**config.mk**
```make
export PLATFORM = sky130hd
export DESIGN_NAME = oled_pattern_streamer
export DESIGN_NICKNAME = d
export VERILOG_FILES = /design/src/rtl/oled_pkg.sv /design/src/rtl/oled_pattern_color.sv /design/src/rtl/oled_pattern_streamer.sv
export SDC_FILE = /design/constraint.sdc
export NUM_CORES = 1
export LEC_CHECK = 0
export CAP_MARGIN = 25
export CORE_MARGIN = 2
export CORE_UTILIZATION = 40
export DETAILED_ROUTE_END_ITERATION = 16
export PLACE_DENSITY = 0.61
export SYNTH_ARGS = -nofsm -noshare
export SYNTH_HDL_FRONTEND = slang
export SYNTH_SLANG_ARGS = --single-unit
```
**constraint.sdc**
```tcl
create_clock -name clk -period 4.55 [get_ports clk]
set_clock_uncertainty 0.15 [all_clocks]
set_input_delay 0.91 -clock clk [delete_from_list [all_inputs] [get_ports clk]]
set_output_delay 0.91 -clock clk [all_outputs]
set_load 0.05 [all_outputs]
```
**src/rtl/oled_pkg.sv**
```systemverilog
// Shared types and RGB565 constants for the OLED test-pattern streamer.
package oled_pkg;

  typedef enum logic [2:0] {
    MODE_SOLID    = 3'd0,
    MODE_BARS     = 3'd1,
    MODE_CHECKER  = 3'd2,
    MODE_GRADIENT = 3'd3,
    MODE_SCROLL   = 3'd4
  } mode_e;

  typedef enum logic [1:0] {
    ST_IDLE,
    ST_LOAD,
    ST_STREAM,
    ST_GAP
  } state_e;

  localparam logic [15:0] RGB_WHITE   = 16'hFFFF;
  localparam logic [15:0] RGB_YELLOW  = 16'hFFE0;
  localparam logic [15:0] RGB_CYAN    = 16'h07FF;
  localparam logic [15:0] RGB_GREEN   = 16'h07E0;
  localparam logic [15:0] RGB_MAGENTA = 16'hF81F;
  localparam logic [15:0] RGB_RED     = 16'hF800;
  localparam logic [15:0] RGB_BLUE    = 16'h001F;
  localparam logic [15:0] RGB_BLACK   = 16'h0000;

  localparam logic [15:0] BAR_PAL [8] = '{
    RGB_WHITE, RGB_YELLOW, RGB_CYAN, RGB_GREEN,
    RGB_MAGENTA, RGB_RED, RGB_BLUE, RGB_BLACK
  };

endpackage

```
**src/rtl/oled_pattern_color.sv**
```systemverilog
// Combinational colour lookup for one pixel of the selected pattern.
module oled_pattern_color
  import oled_pkg::*;
#(
  parameter int XW        = 7,
  parameter int YW        = 6,
  parameter int CHK_SHIFT = 3,
  parameter int FCW       = 16
) (
  input  logic [XW-1:0]  x,
  input  logic [YW-1:0]  y,
  input  logic [2:0]     mode_q,
  input  logic [15:0]    solid_q,
  input  logic [FCW-1:0] frame_cnt,
  input  logic [2:0]     bar,
  input  logic [2:0]     bar_s,
  output logic [15:0]    color
);

  logic chk;

  always_comb begin
    chk   = 1'(x >> CHK_SHIFT) ^ 1'(y >> CHK_SHIFT);
    color = RGB_BLACK;
    case (mode_q)
      MODE_SOLID:    color = solid_q;
      MODE_BARS:     color = BAR_PAL[bar];
      MODE_CHECKER:  color = chk ? RGB_WHITE : RGB_BLACK;
      MODE_GRADIENT: color = {5'(x >> 2), 6'(y), 5'(frame_cnt)};
      MODE_SCROLL:   color = BAR_PAL[bar_s];
      default:       color = RGB_BLACK;
    endcase
  end

endmodule

```
**src/rtl/oled_pattern_streamer.sv**
```systemverilog
// Test-pattern pixel source feeding the SSD1331 driver over strobe/ready.
module oled_pattern_streamer
  import oled_pkg::*;
#(
  parameter int WIDTH      = 96,
  parameter int HEIGHT     = 64,
  parameter int XW         = $clog2(WIDTH),
  parameter int YW         = $clog2(HEIGHT),
  parameter int CHK_SHIFT  = 3,
  parameter int GAP_CYCLES = 16,
  parameter int FCW        = 16
) (
  input  logic           clk,
  input  logic           resetn,
  input  logic           enable,
  input  logic [2:0]     mode,
  input  logic [15:0]    solid_rgb,
  output logic           strobe,
  input  logic           ready,
  output logic [XW-1:0]  x,
  output logic [YW-1:0]  y,
  output logic [15:0]    rgb,
  output logic           frame_start,
  output logic           frame_done,
  output logic [FCW-1:0] frame_cnt,
  output logic           busy
);

  localparam int BW = (WIDTH / 8 > 1) ? WIDTH / 8 : 1;
  localparam int SW = (BW > 1) ? $clog2(BW) : 1;
  localparam int GW = (GAP_CYCLES > 1) ? $clog2(GAP_CYCLES) : 1;
  localparam logic [XW-1:0] X_LAST   = XW'(WIDTH - 1);
  localparam logic [YW-1:0] Y_LAST   = YW'(HEIGHT - 1);
  localparam logic [SW-1:0] SUB_LAST = SW'(BW - 1);
  localparam logic [GW-1:0] GAP_LAST =
    (GAP_CYCLES > 1) ? GW'(GAP_CYCLES - 1) : '0;

  // Bar index advances every BW columns and saturates at the last bar.
  function automatic logic [SW+2:0] bar_step(
    input logic [2:0]    b,
    input logic [SW-1:0] s
  );
    if (s != SUB_LAST) return {b, s + SW'(1)};
    if (b != 3'd7) return {b + 3'd1, SW'(0)};
    return {b, s};
  endfunction

  state_e        state;
  logic [2:0]    mode_q;
  logic [15:0]   solid_q;
  logic [2:0]    bar_x, bar_s, sc_bar;
  logic [SW-1:0] sub_x, sub_s, sc_sub;
  logic [XW-1:0] xs, sc_x;
  logic [GW-1:0] gap_cnt;

  logic          x_end, xs_end, last_px, acc, adv;
  logic [XW-1:0] nx, nxs;
  logic [YW-1:0] ny;
  logic [2:0]    nbx, nbs, c_mode;
  logic [SW-1:0] nsx, nss;
  logic [15:0]   c_solid, c_rgb;

  always_comb begin
    x_end   = (x == X_LAST);
    xs_end  = (xs == X_LAST);
    last_px = x_end && (y == Y_LAST);
    acc     = strobe && ready;
    adv     = (state == ST_LOAD) ||
              (state == ST_STREAM && acc && !last_px);
    c_mode  = mode_q;
    c_solid = solid_q;
    nx      = x_end ? '0 : x + XW'(1);
    ny      = x_end ? y + YW'(1) : y;
    {nbx, nsx} = x_end ? '0 : bar_step(bar_x, sub_x);
    nxs     = xs_end ? '0 : xs + XW'(1);
    {nbs, nss} = xs_end ? '0 : bar_step(bar_s, sub_s);
    if (state == ST_LOAD) begin
      c_mode     = mode;
      c_solid    = solid_rgb;
      nx         = '0;
      ny         = '0;
      {nbx, nsx} = '0;
      nxs        = sc_x;
      nbs        = sc_bar;
      nss        = sc_sub;
    end
  end

  oled_pattern_color #(
    .XW(XW), .YW(YW), .CHK_SHIFT(CHK_SHIFT), .FCW(FCW)
  ) u_color (
    .x         (nx),
    .y         (ny),
    .mode_q    (c_mode),
    .solid_q   (c_solid),
    .frame_cnt (frame_cnt),
    .bar       (nbx),
    .bar_s     (nbs),
    .color     (c_rgb)
  );

  always_ff @(posedge clk) begin
    if (!resetn) begin
      state       <= ST_IDLE;
      strobe      <= 1'b0;
      x           <= '0;
      y           <= '0;
      rgb         <= '0;
      frame_start <= 1'b0;
      frame_done  <= 1'b0;
      frame_cnt   <= '0;
      busy        <= 1'b0;
      mode_q      <= '0;
      solid_q     <= '0;
      bar_x       <= '0;
      sub_x       <= '0;
      xs          <= '0;
      bar_s       <= '0;
      sub_s       <= '0;
      sc_x        <= '0;
      sc_bar      <= '0;
      sc_sub      <= '0;
      gap_cnt     <= '0;
    end else begin
      frame_start <= 1'b0;
      frame_done  <= 1'b0;
      if (adv) begin
        x     <= nx;
        y     <= ny;
        rgb   <= c_rgb;
        bar_x <= nbx;
        sub_x <= nsx;
        xs    <= nxs;
        bar_s <= nbs;
        sub_s <= nss;
      end
      case (state)
        ST_IDLE: begin
          busy <= 1'b0;
          if (enable) state <= ST_LOAD;
        end
        ST_LOAD: begin
          mode_q      <= c_mode;
          solid_q     <= c_solid;
          strobe      <= 1'b1;
          frame_start <= 1'b1;
          busy        <= 1'b1;
          state       <= ST_STREAM;
        end
        ST_STREAM: begin
          if (acc && last_px) begin
            strobe     <= 1'b0;
            frame_done <= 1'b1;
            frame_cnt  <= frame_cnt + FCW'(1);
            gap_cnt    <= '0;
            state      <= ST_GAP;
            // Scroll offset tracks frame_cnt mod WIDTH, including its wrap.
            if (frame_cnt == '1 || sc_x == X_LAST) begin
              sc_x   <= '0;
              sc_bar <= '0;
              sc_sub <= '0;
            end else begin
              sc_x             <= sc_x + XW'(1);
              {sc_bar, sc_sub} <= bar_step(sc_bar, sc_sub);
            end
          end
        end
        ST_GAP: begin
          if (gap_cnt == GAP_LAST) begin
            busy  <= 1'b0;
            state <= enable ? ST_LOAD : ST_IDLE;
          end else begin
            gap_cnt <= gap_cnt + GW'(1);
          end
        end
        default: state <= ST_IDLE;
      endcase
    end
  end

endmodule

```
==> After elaboration in Yosys (flattened, before gate mapping) <==
Memories as Yosys holds them, arrays and structs flattened.
Index checks and enable logic that the tools add are counted.
{ "classes": {"add_sub_neg": 12, "multipliers": 0, "div_mod_pow": 0, "order_cmp": 2, "eq_ne": 23, "shift": 0, "n_mux": 66, "n_bitwise": 3, "n_reduce_logical": 25} }
{ "op_table": {"columns": ["cell", "n"], "rows": [
  ["7-bit two-way mux", 19],
  ["16-bit two-way mux", 6],
  ["16-bit case mux with 5 select lines", 1],
  ["1-bit two-way mux", 22],
  ["7-bit by 1-bit adder with 7-bit output, second input constant", 3],
  ["7-bit equality test, second input constant", 3],
  ["4-bit two-way mux", 5],
  ["16-bit by 1-bit adder with 16-bit output, second input constant", 1],
  ["4-bit by 1-bit adder with 4-bit output, second input constant", 4],
  ["16-bit equality test, second input constant", 1],
  ["3-bit two-way mux", 4],
  ["6-bit two-way mux", 2],
  ["4-bit != test, second input constant", 3],
  ["2-bit AND reduction", 6],
  ["3-bit by 1-bit adder with 3-bit output, second input constant", 3],
  ["3-bit != test, second input constant", 3],
  ["3-bit AND reduction", 3],
  ["4-bit greater-or-equal comparator, second input constant", 2],
  ["3-bit NOT with 4-bit output", 2],
  ["2-bit case mux with 4 select lines", 1],
  ["4-bit case mux with 2 select lines", 1],
  ["4-bit nonzero test", 2],
  ["6-bit by 1-bit adder with 6-bit output, second input constant", 1],
  ["3-bit by 2-bit equality test with 1-bit output, second input constant", 2],
  ["other kinds (19)", 31]
]} }
{ "totals": {"register_bits": 109, "latch_bits": 0, "mem_bits_rw": 0, "rom_bits": 256, "inputBits": 23, "elab_cells": 153, "mem_count": 2} }
{ "mem_list": {"columns": ["name", "words", "word_bits", "rd", "rd_clocked_by_memory_dff", "wr", "line_no", "text"], "rows": [
  ["(name not given)", 8, 16, 1, 0, 0, "oled_pattern_color.sv:30", "MODE_SCROLL: color = BAR_PAL[bar_s];"],
  ["(name not given)", 8, 16, 1, 0, 0, "oled_pattern_color.sv:27", "MODE_BARS: color = BAR_PAL[bar];"]
]} }

==> Logic depth before layout (Yosys ltp) <==
Gate-level depths: netlist of the first run.
{ "logic_depth": {"word_depth": 14, "mapped_depth": 10} }

==> Modules after synthesis <==
A second synthesis of the first run with hierarchy kept.
{ "unflattened": {"hier_cells": 690, "hier_area_um2": 5855.6} }
{ "modules_own_cells": {"columns": ["mod", "n_inst", "cells_each", "area_each_um2"], "rows": [
  ["oled_pattern_streamer", 1, 638, 5454.0],
  ["oled_pattern_color", 1, 52, 401.6]
]} }

==> Least setup slack after synthesis of the first run <==
OpenSTA, ideal clock, no wires.
{ "synth_path": {"kind": "reg-to-reg", "startpoint": "register x[0]", "endpoint": "register frame_cnt[10]", "arrival_ps": 2626, "slack_ps": 1647, "stages_incl_launch_ff": 10, "n_path_buf": 2, "synth_period_minus_slack_ps": 2903, "path_cell_list": "dfxtp_1 > ha_1 > nand4_2 > or4_4 > or2_1 > buf_2 > buf_6 > nor3_1 > xnor2_1 > nor2_1"} }
{ "synth_between": {"elab_chain_cells": 4} }
{ "synth_rtl": {"columns": ["element", "line_no", "text"], "rows": [
  ["start: declaration", "oled_pattern_streamer.sv:20", "output logic [XW-1:0] x,"],
  ["start signal: assignment", "oled_pattern_streamer.sv:128", "x <= nx;"],
  ["7-bit equality test", "oled_pattern_streamer.sv:64", "x_end = (x == X_LAST);"],
  ["1-bit logical AND", "oled_pattern_streamer.sv:66", "last_px = x_end && (y == Y_LAST);"],
  ["1-bit logical AND", "oled_pattern_streamer.sv:151", "if (acc && last_px) begin"],
  ["2-bit AND reduction (no line)", null, null],
  ["end signal: assignment", "oled_pattern_streamer.sv:154", "frame_cnt <= frame_cnt + FCW'(1);"],
  ["end: declaration", "oled_pattern_streamer.sv:25", "output logic [FCW-1:0] frame_cnt,"]
]} }
Every way passes these cells.
A chain may end at the register's enable or synchronous reset.

==> Worst setup path in the final report of the first run <==
{ "layout_path": {"startpoint": "register state[1]", "endpoint": "register rgb[1]"} }
{ "layout_between": {"elab_chain_cells": 7} }
{ "layout_rtl": {"columns": ["element", "line_no", "text"], "rows": [
  ["start: declaration", "oled_pattern_streamer.sv:48", "state_e state;"],
  ["start signal: assignment", "oled_pattern_streamer.sv:171", "state <= enable ? ST_LOAD : ST_IDLE;"],
  ["2-bit by 1-bit equality test with 1-bit output", "oled_pattern_streamer.sv:68, oled_pattern_streamer.sv:77", null],
  ["3-bit two-way mux", "oled_pattern_streamer.sv:77", "if (state == ST_LOAD) begin"],
  ["3-bit NOT with 4-bit output (on tied branches)", "oled_pattern_color.sv:30, oled_pattern_color.sv:27", null],
  ["memory 8 x 16 bit (on tied branches)", null, null],
  ["16-bit two-way mux (on tied branches) (2 in series)", "oled_pattern_color.sv:30, oled_pattern_color.sv:27", null],
  ["16-bit case mux with 5 select lines", "oled_pattern_color.sv:25", "case (mode_q)"],
  ["end signal: assignment", "oled_pattern_streamer.sv:130", "rgb <= c_rgb;"],
  ["end: declaration", "oled_pattern_streamer.sv:22", "output logic [15:0] rgb,"]
]} }
Parallel ways exist; a longest one is shown, timed or not. The select of a mux whose other input is x is not followed.

==> impl_metrics.toml, run 1 <==
[status]
status = "finished clean"

[clock_network]
cts_num_sinks = 109
postCtsSetupBuffers = 0
clk_path_buf_depth = 2
htreeDepth = 3
clkLatencyLatePin_ns = 0.36
post_cts_resized = 0
root_buffer = "clkbuf_16"
hold_buffers = 0
path_clk_slew_ns = 0.07
tritoncts = "built"
cts_buffers = 9

[grt]
antenna_found_initial = 0
grt_pass1_wl_mm = 23.4
grt_usage_pct = 20.2
grt_max_degree = 70
grt_pass1_vias = 4673
grt_overflow = 0

[routing]
via_per_inst = 5.55
dr.pass1.iters = 5
wl_per_cell_um = 16.1
post-route-drc-count = 0
postRouteAntennaNets = 0
wl_mm = 14.3
vias = 4934
dr.first_iter.drc_count = 335

[timing]
timing.final.hold_violations = 0
worst_pin_slew_ns = 1.04
final_max_slew_viol_count = 0
final.setup.tns_ns = 0
fin_ws_ns = 1.23
clock.fmax_mhz = 301
rsz0062_at_grt = "false"
setup_viol = 0
min_period_ns = 3.32
fin_crit_sh_pct = 73.1
max-slew-margin-rel_pct = 30.4

[finish]
fin_area_mm2 = 0.00653
fillers = 1246
fin_util_pct = 49.5
area_growth_pct = 21.4
drive_gt1_share_pct = 5.19
fin_nets = 749
diodes = 0

[worst_setup_path]
cpMostUsedCell = "o31ai_1"
cp_top_family = "compound AO/OA/AOI/OAI gates"
cpMaxStageDelayCell = "ha_2"
worst-path-max-fanout = 30
crit_buf_inv = 2
path_class = "reg -> reg"
critPathLaunchType = "register"
max_stage_delay_ns = 0.67
critPathCaptureType = "register"
worstPathRequired_ns = 4.60
critPathArrivalTime_ns = 3.38
worstPathCellList = "inv_1, ha_2, buf_4, or4b_2, a211oi_1, mux2i_1, nand2_1, o31ai_1, o31ai_1"

[floorplan]
core_area_mm2 = 0.0132
pin_count = 72
start_util_pct = 40.8
die_h_um = 120
die_area_mm2 = 0.0144
fp-row-count = 42
die_w_um = 120

[synthesis]
synth.distinct_cells = 59
synth_fp_nets = 690
ys_ff_latch = 109
yosys-top-cells-area = "dfxtp_1, nor2_1, ha_1"
synth_top_area_cell = "dfxtp_1"
yosys-top-cells-count = "dfxtp_1, nor2_1, nand2_1, a21oi_1, nand3_1"
synthMostInstantiatedCell = "dfxtp_1"
synth.yosys.seq_area_share_pct = 40.6
synth-main-ff-cell = "dfxtp_1"
yosysWarnings = 0
syn_area_per_cell_um2 = 8.29
synth_top_area_share_pct = 40.6
synthArstFlopShare_pct = 0
synth_edf_count = 0
syn_inst = 649
synth_area_mm2 = 0.00538

[place]
placed_area_mm2 = 0.00626
gp_congestion = 0.838
place_hpwl_mm = 10.1
place_ws_ns = 1.27
port_buffers = 71

[power_and_ir_drop]
internal_power_mw = 1.91
p_total_mw = 3.11
power.density_mw_per_mm2 = 477
swShare_pct = 38.7
leakage_nw = 2.39
switchingPower_mw = 1.20
comb_power_share_pct = 37.3
pwr-share-seq_pct = 38.6
irDropWorstVdd_uv = 289
p_clk_share_pct = 24.1

[hold_path]
hold_class = "reg -> reg"

[job]
max_cap_viol_count = 0
-- cells by family after synthesis --
group	count (synthesis)	share of synthesized area, %
buf+inv	41	3.07
xor+xnor	42	6.84
fa+ha+maj	18	4.19
simple gates	279	24.8
flops	109	40.6
compound gates	136	16.1
mux	24	4.51
-- final cells by class --
class / count / area, um^2 / share of cell area [%]
well taps: 176 / 220 / 3.37
clock buffers: 15 / 268 / 4.10
multi-input cells: 499 / 3040 / 46.6
flip-flops and latches: 109 / 2180 / 33.4
repair buffers: 80 / 776 / 11.9
inverters: 9 / 33.8 / 0.517
clock inverters: 1 / 5.00 / 0.0767
-- stage by stage --
| stage | cells | hold WS (ns) |
|---|---|---|
| floorplan | 649 | 0.299 |
| global placement | 872 | 0.308 |
| detailed placement | 873 | 0.322 |
| CTS | 889 | 0.332 |
| global route | 889 | 0.345 |
| finish | 889 | 0.332 |
-- flip-flops by register name (all words and copies together), names as in the netlist, 6 cells and up --
register   flops
frame_cnt     16
xs             7
rgb           16
y              6
solid_q       16
sc_x           7
x              7
-- layout by cell type, fill, tap and decap left out, types with 3 or more instances in the layout --
cell             netlist  final
dfxtp_1              109    109
nor2_1               104    104
clkdlybuf4s50_1        0     71
nand2_1               60     60
a21oi_1               36     36
nand3_1               28     28
o21ai_0               26     26
mux2i_1               22     22
xor2_1                21     21
xnor2_1               21     21
nor3_1                18     18
ha_1                  18     17
o22ai_1               16     16
a211oi_1              14     14
nand4_1               13     13
and3_1                12     12
a22oi_1               10     10
clkbuf_16              0      9
inv_1                  8      8
buf_4                  0      8
nand2b_1               7      7
a31oi_1                7      7
o31ai_1                7      7
or3_1                  6      6
nor4_1                 5      5
clkbuf_1              26      4
a221oi_1               3      3
and3b_1                3      3
nand3b_1               3      3
-- final timing paths --
path / to / from / cells past startpoint / slack, ns
max: rgb[1] / state[1] / 9 / 1.23
min: rgb[6] / rgb[6] / 2 / 0.33
max reg2reg: rgb[1] / state[1] / 9 / 1.23
min reg2reg: rgb[6] / rgb[6] / 2 / 0.33
-- power groups by stage --
stage | clock network [mW] | registers, mW | logic [mW]
global route | 0.809 | 1.22 | 1.27
CTS | 0.766 | 1.20 | 1.16
detailed placement | 0 | 1.22 | 1.15
global placement | 0 | 1.22 | 1.13
floorplan | 0 | 1.38 | 0.655
finish | 0.751 | 1.20 | 1.16
-- metal layers --
layer	track usage (%)	vias to the layer above	wire, um
li1	-	2432	-
met2	31.6	125	6500
met1	27.8	2354	6900
met5	0	-	0
met3	3.80	23	631
met4	7.35	0	302
-- worst reg2reg max path, stage by stage (launching register included) --
cell	delay (ns)
dfxtp_1	0.33
inv_1	0.13
ha_2	0.67
buf_4	0.39
or4b_2	0.24
a211oi_1	0.07
mux2i_1	0.22
nand2_1	0.16
o31ai_1	0.64
o31ai_1	0.18
Note: power is estimated with default switching activity, not from simulation.
==> inputs of run 2 (changes only) <==
clock period = 3.1 ns   (was 4.55 ns; I/O delays follow)
==> impl_metrics.toml, run 2 (synthesis gave the netlist of run 1 again) <==
[status]
status = "finished clean"

[grt]
grt_pass1_wl_mm = 24.2
grt_max_degree = 70
grt_pass1_vias = 4740
antenna_found_initial = 0
grt_usage_pct = 21.1
grt_overflow = 0

[finish]
diodes = 0
area_growth_pct = 23.9
fin_area_mm2 = 0.00666
final_common_cell = "dfxtp_1"
final_cell_mix = "dfxtp_1, nor2_1, clkdlybuf4s50_1, nand2_1, a21oi_1"
drive_gt1_share_pct = 7.57
largest_registers = "frame_cnt (16), rgb (16), solid_q (16)"
fin_nets = 763
fin_cells = 903

[routing]
wl_mm = 14.8
vias = 4958
dr.pass1.iters = 5
via_per_inst = 5.49
postRouteAntennaNets = 0
dr.first_iter.drc_count = 290
post-route-drc-count = 0
wl_per_cell_um = 16.4

[worst_setup_path]
worstPathRequired_ns = 3.17
crit_start = "x[0]"
worst-path-max-fanout = 15
cpMaxStageDelayCell = "or4_4"
path_class = "reg -> reg"
critPathArrivalTime_ns = 2.90
r2r_start = "x[0]"
worstPathCellList = "ha_1, nand4_2, or4_4, or2_1, nor4_1, xnor2_1, nor2_1"
critPathCaptureType = "register"
max_stage_delay_ns = 0.57
critPathLaunchType = "register"
reg2reg_depth = 7

[floorplan]
fp-row-count = 42
core_area_mm2 = 0.0132
die_area_mm2 = 0.0144
pin_count = 72
start_util_pct = 40.8
die_w_um = 120
die_h_um = 120

[place]
place_hpwl_mm = 10.6
placed_area_mm2 = 0.00636
post-place-cells = 887
gp_congestion = 0.858
port_buffers = 71

[power_and_ir_drop]
leakage_nw = 2.47
power.density_mw_per_mm2 = 709
p_total_mw = 4.73
irDropWorstVdd_uv = 324

[clock_network]
clkLatencyLatePin_ns = 0.36
htreeDepth = 3
post_cts_resized = 0
cts_buffers = 9
tritoncts = "built"
cts_num_sinks = 109
hold_buffers = 0
path_clk_slew_ns = 0.07
clk_path_buf_depth = 2
postCtsSetupBuffers = 0
root_buffer = "clkbuf_16"

[job]
max_cap_viol_count = 0

[timing]
clock.fmax_mhz = 354
worst_pin_slew_ns = 0.806
fin_crit_sh_pct = 91.2
final.setup.tns_ns = 0
max-slew-margin-rel_pct = 45.7
whs_ns = 0.332
setup_viol = 0
timing.final.hold_violations = 0
rsz0062_at_grt = "false"
final_max_slew_viol_count = 0
min_period_ns = 2.83

[hold_path]
worst_hold_path.num_cells = 2
hold_class = "reg -> reg"
min_from = "rgb[13]"
## run 2: area by class of cell
cell class	instances	area, um^2
fill	1277	6530
timing repair buffer	94	896
sequential	109	2180
clock inverter	7	73.8
clock buffer	9	225
tap	176	220
multi-input combinational	499	3030
inverter	9	33.8
## run 2: power by group
part	switching, mW	internal [mW]	total [mW]
registers	0.150	1.61	1.76
clock network	0.554	0.632	1.19
logic	1.13	0.653	1.78
total	1.83	2.90	4.73
## run 2: final timing paths
check                                     end  slack, ns
worst max-delay path            frame_cnt[12]       0.27
worst min-delay path                  rgb[13]       0.33
worst min register to register        rgb[13]       0.33
worst max register to register  frame_cnt[12]       0.27
## run 2: routing by layer
layer  vias to the layer above  share of wire, %  GRT usage (%)  wire [um]
met4                         0               2.0           9.12        290
li1                       2464                 -              -          -
met1                      2362                49           29.4       7230
met2                       117                45           32.7       6680
met3                        15               4.2           2.76        627
met5                         -                 0              0          0
## run 2: critical path: cells and delay by family, from the launching register on
kind / cells / cell delay [ns]
DFF: 1 / 0.41
xor gates and xnor gates: 1 / 0.16
and+or+nand+nor: 5 / 1.65
adders and majority gates: 1 / 0.30
## run 2: metrics by stage
stage / util, % / setup WS [ns]
2_1_floorplan: - / 0.197
3_3_place_gp: 48.3 / 0.319
3_5_place_dp: 48.3 / 0.272
4_1_cts: 50.5 / 0.276
5_1_grt: 50.5 / 0.0833
6_report: 50.5 / 0.272
==> inputs of run 3 (changes only) <==
CORE_UTILIZATION = 35   (was 40)
PLACE_DENSITY = 0.55   (was 0.61)
==> impl_metrics.toml, run 3 (synthesis gave the netlist of run 1 again) <==
[status]
status = "finished clean"

[job]
max_cap_viol_count = 0

[routing]
via_per_inst = 5.40
vias = 4956
postRouteAntennaNets = 0
met1_length_mm = 6.82
wl_per_cell_um = 15.9
wl_met3_um = 818
met2WireLength_mm = 6.73
post-route-drc-count = 0
dr.first_iter.drc_count = 294
dr.pass1.iters = 5
wl_mm = 14.6
top_signal_layer_used = "met4"

[clock_network]
path_clk_slew_ns = 0.07
clk_path_buf_depth = 2
clkLatencyLatePin_ns = 0.35
postCtsSetupBuffers = 0
post_cts_resized = 0
cts_buffers = 9
tritoncts = "built"
hold_buffers = 0
root_buffer = "clkbuf_16"
cts_num_sinks = 109
htreeDepth = 3

[grt]
grt_pass1_vias = 4677
grt_pass1_wl_mm = 24.0
antenna_found_initial = 0
grt_max_degree = 70
grt_usage_pct = 18.4
grt_overflow = 0

[place]
place_ws_ns = 0.296
gp_congestion = 0.863
place_hpwl_mm = 10.6
placed_area_mm2 = 0.00639
port_buffers = 71

[timing]
max-slew-margin-rel_pct = 49.2
worst_pin_slew_ns = 0.762
rsz0062_at_grt = "false"
setup_viol = 0
min_period_ns = 2.82
timing.final.hold_violations = 0
final_max_slew_viol_count = 0
final.setup.tns_ns = 0
fin_crit_sh_pct = 91.0
fin_ws_ns = 0.280
clock.fmax_mhz = 355

[finish]
diodes = 0
final_common_cell = "dfxtp_1"
fin_nets = 765
fillers = 1528
drive_gt1_share_pct = 7.54
largest_registers = "frame_cnt (16), rgb (16), solid_q (16)"
fin_area_mm2 = 0.00671
area_growth_pct = 24.8
fin_util_pct = 44.5
final_cell_mix = "dfxtp_1, nor2_1, clkdlybuf4s50_1, nand2_1, a21oi_1"

[worst_setup_path]
critPathArrivalTime_ns = 2.89
worstPathRequired_ns = 3.17
critPathLaunchType = "register"
path_class = "reg -> reg"
worst-path-max-fanout = 13
critPathCaptureType = "register"

[floorplan]
die_area_mm2 = 0.0164
pin_count = 72
core_area_mm2 = 0.0151
die_w_um = 128
die_h_um = 128
start_util_pct = 35.6
fp-row-count = 45

[power_and_ir_drop]
leakage_nw = 2.49
irDropWorstVdd_uv = 307
p_total_mw = 4.77
power.density_mw_per_mm2 = 710

[hold_path]
hold_class = "reg -> reg"
[run 3: changes by cell type in the layout (fill, tap and decap cells not counted), sizes merged]
cell	change
buf	+2
inv	-1
clkbuf	+2
bufinv	+1
clkinv	-2
[run 3: per-stage QoR]
step,hold slack [ns],std cells
final,0.328,917
after global placement,0.314,901
after CTS,0.328,917
after floorplan,0.299,649
after global routing,0.360,917
after detailed placement,0.319,901
[run 3: final timing paths]
| check | start | end | slack [ns] | cells past startpoint |
|---|---|---|---|---|
| min | sub_x[1] | sub_x[1] | 0.33 | 2 |
| max reg2reg | x[1] | bar_x[1] | 0.28 | 9 |
| max | x[1] | bar_x[1] | 0.28 | 9 |
| min reg2reg | sub_x[1] | sub_x[1] | 0.33 | 2 |
[run 3: report_power, final]
| part | internal (mW) | switching [mW] |
|---|---|---|
| sequential | 1.61 | 0.152 |
| clock | 0.714 | 0.535 |
| combinational | 0.654 | 1.10 |
[run 3: cell type report]
| cell class | count | area (um^2) | area share (%) |
|---|---|---|---|
| tap | 188 | 235 | 3.50 |
| timing repair buffer | 96 | 911 | 13.6 |
| sequential | 109 | 2180 | 32.5 |
| clock buffer | 11 | 233 | 3.47 |
| multi-input combinational | 499 | 3030 | 45.2 |
| inverter | 9 | 33.8 | 0.503 |
| clock inverter | 5 | 83.8 | 1.25 |
[run 3: worst max-delay path, cell delays in order (launching register included)]
cell	delay [ns]
dfxtp_1	0.40
ha_1	0.28
nand4_2	0.14
buf_4	0.20
o41ai_2	0.71
buf_4	0.29
nor2_1	0.08
a21o_1	0.22
a2bb2oi_1	0.15
nor2_1	0.05
[run 3: routing by layer]
layer | track usage, % | vias up
met5 | 0 | -
met4 | 5.11 | 0
met3 | 3.71 | 16
met2 | 28.9 | 115
met1 | 25.7 | 2370
li1 | - | 2455
